`src/rtl/neo_detector_adaptive.sv`:
```
// NEO spike detector: |x[n-1]^2 - x[n]*x[n-2]| with a threshold learned from a
// training window (or supplied directly), refractory holdoff and spike counting.
module neo_detector_adaptive #(
  parameter int DATA_W      = 16,
  parameter int NEO_W       = 24,
  parameter int TRAIN_LOG2  = 4,
  parameter int THR_SCALE   = 4,
  parameter int REFRACT_LEN = 8
) (
  input  logic                     clk,
  input  logic                     rst_n,
  input  logic                     in_valid,
  input  logic signed [DATA_W-1:0] data_in,
  input  logic                     thr_mode,
  input  logic [NEO_W-1:0]         thr_fixed,
  input  logic                     retrain,
  output logic                     neo_valid,
  output logic [NEO_W-1:0]         neo_out,
  output logic                     spike_pulse,
  output logic [NEO_W-1:0]         threshold,
  output logic                     trained,
  output logic [15:0]              spike_count
);

  localparam int PROD_W = 2 * DATA_W;
  localparam int DIFF_W = PROD_W + 1;
  localparam int WIDE_W = (DIFF_W > NEO_W) ? DIFF_W : NEO_W;
  localparam int ACC_W  = NEO_W + TRAIN_LOG2;
  localparam int FILL_W = TRAIN_LOG2 + 1;
  localparam int HOLD_W = (REFRACT_LEN > 0) ? $clog2(REFRACT_LEN + 1) : 1;
  localparam int SCL_W  = NEO_W + 32;
  localparam logic [NEO_W-1:0]  NEO_MAX   = '1;
  localparam logic [FILL_W-1:0] FILL_LAST = FILL_W'((1 << TRAIN_LOG2) - 1);

  typedef enum logic [1:0] {TRAIN, DETECT, HOLDOFF} state_t;

  state_t                     state, state_next;
  logic signed [DATA_W-1:0]   x0, x1;
  logic [1:0]                 samp_cnt;
  logic                       s1_valid;
  logic signed [PROD_W-1:0]   prod_sq, prod_x;
  logic signed [DIFF_W-1:0]   diff;
  logic [DIFF_W-1:0]          mag;
  logic [WIDE_W-1:0]          mag_wide;
  logic [NEO_W-1:0]           neo_next;
  logic [ACC_W-1:0]           acc, acc_sum;
  logic [FILL_W-1:0]          fill;
  logic [NEO_W-1:0]           mean;
  logic [SCL_W-1:0]           scaled;
  logic [NEO_W-1:0]           thr_next, thr_active;
  logic [HOLD_W-1:0]          hold, hold_next;
  logic                       train_last, trained_next, eligible, spike_now;

  // Products are formed from the post-shift window at the acceptance edge, so
  // only two past samples need to be stored.
  always_ff @(posedge clk or negedge rst_n) begin
    if (!rst_n) begin
      x0       <= '0;
      x1       <= '0;
      samp_cnt <= '0;
      s1_valid <= 1'b0;
      prod_sq  <= '0;
      prod_x   <= '0;
    end else begin
      s1_valid <= in_valid && (samp_cnt == 2'd2);
      if (in_valid) begin
        x1      <= x0;
        x0      <= data_in;
        prod_sq <= x0 * x0;
        prod_x  <= data_in * x1;
      end
      if (retrain)
        samp_cnt <= '0;
      else if (in_valid && samp_cnt != 2'd2)
        samp_cnt <= samp_cnt + 2'd1;
    end
  end

  always_comb begin
    diff     = DIFF_W'(prod_sq) - DIFF_W'(prod_x);
    mag      = diff[DIFF_W-1] ? DIFF_W'(-diff) : DIFF_W'(diff);
    mag_wide = WIDE_W'(mag);
    neo_next = (mag_wide > WIDE_W'(NEO_MAX)) ? NEO_MAX : mag_wide[NEO_W-1:0];

    acc_sum    = acc + ACC_W'(neo_next);
    mean       = acc_sum[ACC_W-1:TRAIN_LOG2];
    scaled     = SCL_W'(mean) * SCL_W'(THR_SCALE);
    thr_next   = (scaled > SCL_W'(NEO_MAX)) ? NEO_MAX : scaled[NEO_W-1:0];
    train_last = !trained && (fill == FILL_LAST);

    thr_active = thr_mode ? thr_fixed : threshold;
    eligible   = (state == DETECT) || (state == TRAIN && thr_mode);
    spike_now  = s1_valid && !retrain && eligible && (neo_next > thr_active);
  end

  // Holdoff is tracked by its own counter so fixed-threshold detection can run
  // while training is still accumulating; state is derived from counter+trained.
  always_comb begin
    hold_next = hold;
    if (spike_now)
      hold_next = HOLD_W'(REFRACT_LEN);
    else if (hold != '0)
      hold_next = hold - HOLD_W'(1);
    trained_next = trained | train_last;
    if (hold_next != '0)
      state_next = HOLDOFF;
    else if (trained_next)
      state_next = DETECT;
    else
      state_next = TRAIN;
  end

  always_ff @(posedge clk or negedge rst_n) begin
    if (!rst_n) begin
      state       <= TRAIN;
      neo_valid   <= 1'b0;
      neo_out     <= '0;
      spike_pulse <= 1'b0;
      threshold   <= '0;
      trained     <= 1'b0;
      spike_count <= '0;
      acc         <= '0;
      fill        <= '0;
      hold        <= '0;
    end else begin
      neo_valid   <= s1_valid;
      spike_pulse <= 1'b0;
      if (s1_valid)
        neo_out <= neo_next;
      if (retrain) begin
        acc       <= '0;
        fill      <= '0;
        trained   <= 1'b0;
        threshold <= '0;
        hold      <= '0;
        state     <= TRAIN;
      end else if (s1_valid) begin
        if (spike_now) begin
          spike_pulse <= 1'b1;
          if (spike_count != '1)
            spike_count <= spike_count + 16'd1;
        end
        if (!trained) begin
          acc  <= acc_sum;
          fill <= fill + FILL_W'(1);
          if (train_last) begin
            threshold <= thr_next;
            trained   <= 1'b1;
          end
        end
        hold  <= hold_next;
        state <= state_next;
      end
    end
  end

endmodule

```
`config.mk`:
```
export PLATFORM = sky130hd
export DESIGN_NAME = neo_detector_adaptive
export DESIGN_NICKNAME = d
export VERILOG_FILES = /design/src/rtl/neo_detector_adaptive.sv
export SDC_FILE = /design/constraint.sdc
export NUM_CORES = 2
export LEC_CHECK = 0
export CAP_MARGIN = 40
export CORE_MARGIN = 5
export CORE_UTILIZATION = 40
export DETAILED_ROUTE_END_ITERATION = 10
export GPL_TIMING_DRIVEN = 0
export REMOVE_ABC_BUFFERS = 1
export SYNTH_ARGS = -nofsm -noshare
export SYNTH_HDL_FRONTEND = slang
export SYNTH_SLANG_ARGS = --single-unit
```
`constraint.sdc`:
```
create_clock -name clk -period 11 [get_ports clk]
set_clock_uncertainty 0.1 [all_clocks]
set_input_delay 1.1 -clock clk [delete_from_list [all_inputs] [get_ports clk]]
set_output_delay 1.1 -clock clk [all_outputs]
set_load 0.03 [all_outputs]
```
# Word level (Yosys, flattened, before mapping)
# Cells that the tools add are included.
dict set report op_classes {
  add_sub_neg 7
  mul 2
  order_cmp 3
  eq_ne 6
  muxes 31
  bitwise_logic 2
  n_reduce_logical 19
}
# cell count
set ops {}
lappend ops {{2-to-1 mux 24 bit} 7}
lappend ops {{2-to-1 mux 28 bit} 3}
lappend ops {{multiplier 16 x 16 -> 32 bit} 2}
lappend ops {{> comparator 33 x 24 -> 1 bit (second input constant)} 1}
lappend ops {{2-to-1 mux 33 bit} 1}
lappend ops {{negation 33 bit} 1}
lappend ops {{subtractor 32 x 32 -> 33 bit} 1}
lappend ops {{adder 28 x 24 -> 28 bit} 1}
lappend ops {{> comparator 26 x 24 -> 1 bit (second input constant)} 1}
lappend ops {{> comparator 24 bit} 1}
lappend ops {{adder 16 x 1 -> 16 bit (second input constant)} 1}
lappend ops {{2-to-1 mux 4 bit} 4}
lappend ops {{!= test 16 bit (second input constant)} 1}
lappend ops {{2-to-1 mux 5 bit} 3}
lappend ops {{2-to-1 mux 2 bit} 5}
lappend ops {{2-to-1 mux 1 bit} 8}
lappend ops {{nonzero test 4 bit} 2}
lappend ops {{logical AND 1 bit} 7}
lappend ops {{nonzero test 2 bit} 3}
lappend ops {{adder 5 x 1 -> 5 bit (second input constant)} 1}
lappend ops {{== test 5 x 4 -> 1 bit (second input constant)} 1}
lappend ops {{!= test 2 bit (second input constant)} 2}
lappend ops {{AND reduction 4 bit} 1}
lappend ops {{subtractor 4 x 1 -> 4 bit (second input constant)} 1}
lappend ops {{10 further kinds} 11}
dict set report word_totals {
  register_bits 205
  input_bits 45
  out_inout_bits 67
  elab_cells 86
}

# Depth between registers and ports, before layout
dict set report logic_depth {
  ltp_word 12
  ltp_mapped 33
  depth_no_buf 31
}

# Worst setup path before layout
# No wires, ideal clock.
dict set report synth_timing {
  path_type {flip-flop to flip-flop}
  from {register, netlist name x1[0]}
  to {register threshold[10]}
  setup_time_ns 0.146
  arrival_ns 7.955
  required_ns 10.754
  slack_ns 2.799
  stages_incl_launch_ff 32
  path_buffers 2
  period_less_slack_ns 8.201
  path_cell_list {dfrtp_1 inv_1 ha_1 inv_1 ha_1 a211o_1 a211oi_2 o211ai_1 xnor2_2 o21ai_0 or4b_1 or4_4 or4_1 a21oi_1 o211ai_1 nor4b_4 buf_2 nand2_1 ha_1 a21o_1 a21o_1 a2111oi_0 o21ai_0 a41oi_1 nor2_1 o2111ai_1 nand2_1 o41ai_1 xnor2_1 o21ai_0 clkbuf_1 o211ai_1}
}
# element line_no
set synth_lines {}
lappend synth_lines {{end signal, assigned} 147} ;# threshold <= thr_next;
lappend synth_lines {{end, declared} 20} ;# output logic [NEO_W-1:0] threshold,

==> out/qor.txt <==
===============================================================================================
Number of antenna violations at the first check in global routing ................            0
HPWL reported at the end of detailed placement ...................................     60900 um
Portion of synthesized cell area occupied by the leading cell type ...............       0.3239
Post-Layout Cell Count ...........................................................         4495
Maximum number of pins on one net before global-route repair .....................          108
Number of slew-limit violations in the final report ..............................            0
Die footprint ....................................................................    83240 um2
Starting Density .................................................................       0.4019
DR iter-0 viols ..................................................................         1204
Arrival time at the worst endpoint ...............................................     10.56 ns
Horizontal extent of the die .....................................................     288.5 um
Slew at the pin closest to its max-slew limit ....................................    0.9144 ns
WL/cell ..........................................................................     16.81 um
CP peak stage delay ..............................................................      0.73 ns
Buffer levels on the longest clock path ..........................................            3
List of most frequent post-synthesis cells ....................................... 665 x sky130_fd_sc_hd__inv_1, 502 x sky130_fd_sc_hd__fa_1, 394 x sky130_fd_sc_hd__nand2_1
Async set or reset register ratio after synthesis ................................        1.000
RSZ-0062 raised after global routing .............................................        false
Result of the run ................................................................    completed
Core region area .................................................................    77210 um2
Category of the worst setup path capture point ...................................     register
Clock input transition at the sequential cells of the worst setup and hold paths .      0.06 ns
I/O Buffers ......................................................................          111
Most common flop cell mapped by yosys ............................................ sky130_fd_sc_hd__dfrtp_1
Final worst path period need .....................................................     10.25 ns
Syn Inst Count ...................................................................         3397
Hold Path Origin .................................................................       acc[9]
First-pass DRT Iterations ........................................................            5
Number of enable-type register cells in the synthesized netlist ..................            0
Post-Syn Area per Cell ...........................................................    9.134 um2
Total inserted antenna cells .....................................................            0
Cell types occupying the most area after synthesis ............................... sky130_fd_sc_hd__fa_1 32%, sky130_fd_sc_hd__dfrtp_1 16%, sky130_fd_sc_hd__ha_1 10%, sky130_fd_sc_hd__inv_1 8.0%, sky130_fd_sc_hd__nand2_1 4.8%
First-pass GRT wire length .......................................................    123400 um
Hold buffer count at cts .........................................................            0
Via density per instance .........................................................        5.042
Highest achievable clock rate ....................................................  0.09753 GHz
Flip-flop and latch count after synthesis ........................................          202
Total wire length after detailed routing .........................................     75560 um
Post-synthesis cell type with the largest combined area .......................... sky130_fd_sc_hd__fa_1
Worst EP required ................................................................     11.31 ns
Insertion delay to the later sink of the worst-skew pair .........................      0.56 ns
Area growth from synthesis to layout .............................................       10.35%
Slowest stage cell on the critical path .......................................... sky130_fd_sc_hd__o31ai_1
Count leader, synth .............................................................. sky130_fd_sc_hd__inv_1
Routability cong. ................................................................       0.8807
H-tree Lvls ......................................................................            1
Yosys synthesis warning count ....................................................            0
Cell variety after synth .........................................................           72
Number of max-cap violations .....................................................            0
Total DRC errors in the routed layout ............................................            0
Reg-to-reg critical path startpoint ..............................................        x1[0]
Number of top-level design ports .................................................          112
Vias in the first global route ...................................................        23050
Fin Hold WS ......................................................................    0.3863 ns
Utilization of the core after routing ............................................       0.4435
Via Count ........................................................................        22660
Root buf cell .................................................................... sky130_fd_sc_hd__clkbuf_16
DP Cell Count ....................................................................         4448
Family with the most delay on the worst path ..................................... compound AO/OA/AOI/OAI gates
CP Class .........................................................................      reg2reg
Post-route clock period utilization ..............................................       0.9321
Category of the worst setup path launch point ....................................     register
Seq/Total Area, Yosys ............................................................       0.1629
Aggregate global routing overflow ................................................            0
Site row count ...................................................................          102
CTS buffer count .................................................................           24
CTS Sinks ........................................................................          202
Syn Std Cell Area ................................................................    31030 um2
Share of final-layout standard cells stronger than drive strength 1 ..............      0.04342
Worst path bufs/invs .............................................................            7
CTS tree .........................................................................         done
Worst relative slew slack ........................................................       0.3885
Net count, final .................................................................         4236
Number of endpoints with negative hold slack in the final report .................            0
Finish-stage setup viols .........................................................            0
Crit Path Max Fanout .............................................................           17
DRT antenna net count ............................................................            0
Total routing usage reported by global routing ...................................       0.1824
Hold Crit Class ..................................................................      reg2reg
Beginning of the critical path ...................................................        x1[0]
Die boundary height ..............................................................     288.5 um
===============================================================================================
## worst reg2reg max path: cells and delay by family, from the launching register on
family          cells  cell delay (ns)
compound gates     14             4.25
buf+inv             7             1.29
simple gates        9             2.84
fa+ha+maj           3             0.74
xor+xnor            1             0.31
flops               1             0.58
## timing repair
action / 4_1_cts / 5_1_grt
hold endpoints to repair: 0 / 0
setup buffers: 0 / 3
resized for setup: 0 / 3
setup endpoints to repair: 0 / 23
## cells in the final DEF (no fill, tap or decap), types with 37 or more instances in the layout
cell and count:
sky130_fd_sc_hd__inv_1 665, sky130_fd_sc_hd__fa_1 502, sky130_fd_sc_hd__nand2_1 394, sky130_fd_sc_hd__ha_1 252, sky130_fd_sc_hd__dfrtp_1 201, sky130_fd_sc_hd__nor2_1 152
sky130_fd_sc_hd__and2_1 151, sky130_fd_sc_hd__a21oi_1 127, sky130_fd_sc_hd__o21ai_0 108, sky130_fd_sc_hd__clkdlybuf4s50_1 107, sky130_fd_sc_hd__xnor2_1 103, sky130_fd_sc_hd__a21o_1 61
sky130_fd_sc_hd__xor2_1 52, sky130_fd_sc_hd__mux2_2 51, sky130_fd_sc_hd__nand2b_1 47, sky130_fd_sc_hd__nor3_1 38, sky130_fd_sc_hd__a31oi_1 37
## stage by stage
stage	setup TNS (ns)	setup WS [ns]	cell area, um2
floorplan	0	1.444	30550
global placement	-63.15	-2.616	32960
detailed placement	0	0.4058	33340
CTS	0	0.3645	34210
global route	0	0.02707	34240
finish	0	0.7464	34240
## sequential cells by signal, indices dropped and copies added, names as in the netlist
| name | count |
|---|---|
| spike_count | 16 |
| threshold | 23 |
| hold | 4 |
| s1_valid | 1 |
| state | 2 |
| samp_cnt | 2 |
| neo_valid | 1 |
| trained | 1 |
| neo_out | 24 |
| x1 | 16 |
| prod_x | 32 |
| acc | 28 |
| prod_sq | 30 |
| x0 | 16 |
| fill | 5 |
| spike_pulse | 1 |
## worst paths after layout
path                                end  slack [ns]  cells past startpoint
setup reg to reg           threshold[7]        0.75                     34
hold / removal                   acc[9]        0.39                      2
min in group asynchronous       acc[19]        0.47                      1
max in group asynchronous        x0[14]        9.29                      2
hold reg to reg                  acc[9]        0.39                      2
setup / recovery           threshold[7]        0.75                     34
## per-layer routing
metal	vias to the layer above	wire, um	GRT usage
met4	0	1714	0.03726
met5	-	0	0
li1	10830	-	-
met1	11340	34260	0.2531
met2	405	36670	0.3120
met3	85	2917	0.01926
## final cells by class
type                    instances  area, um2
clock buffers                  34      698.2
repair buffers                140       1499
clock inverters                10      167.7
inverters                     665       2496
fillers                      7630      42970
flip-flops and latches        202       5056
well taps                    1040       1301
multi-input cells            2404      23020
## logic make-up (layout without fill, tap and decap cells)
kind of cell / after synthesis / after routing / synth area share
and+or+nand+nor: 922 / 922 / 0.1408
buffers and inverters: 791 / 849 / 0.09601
adders and majority gates: 754 / 754 / 0.4255
AOI/OAI and AO/OA: 491 / 491 / 0.1023
DFF: 202 / 202 / 0.1629
xor gates and xnor gates: 156 / 156 / 0.04427
muxes: 81 / 81 / 0.02819
Power is not shown: default switching activity piles up to over one toggle a cycle in this logic, so the estimate is an artifact.
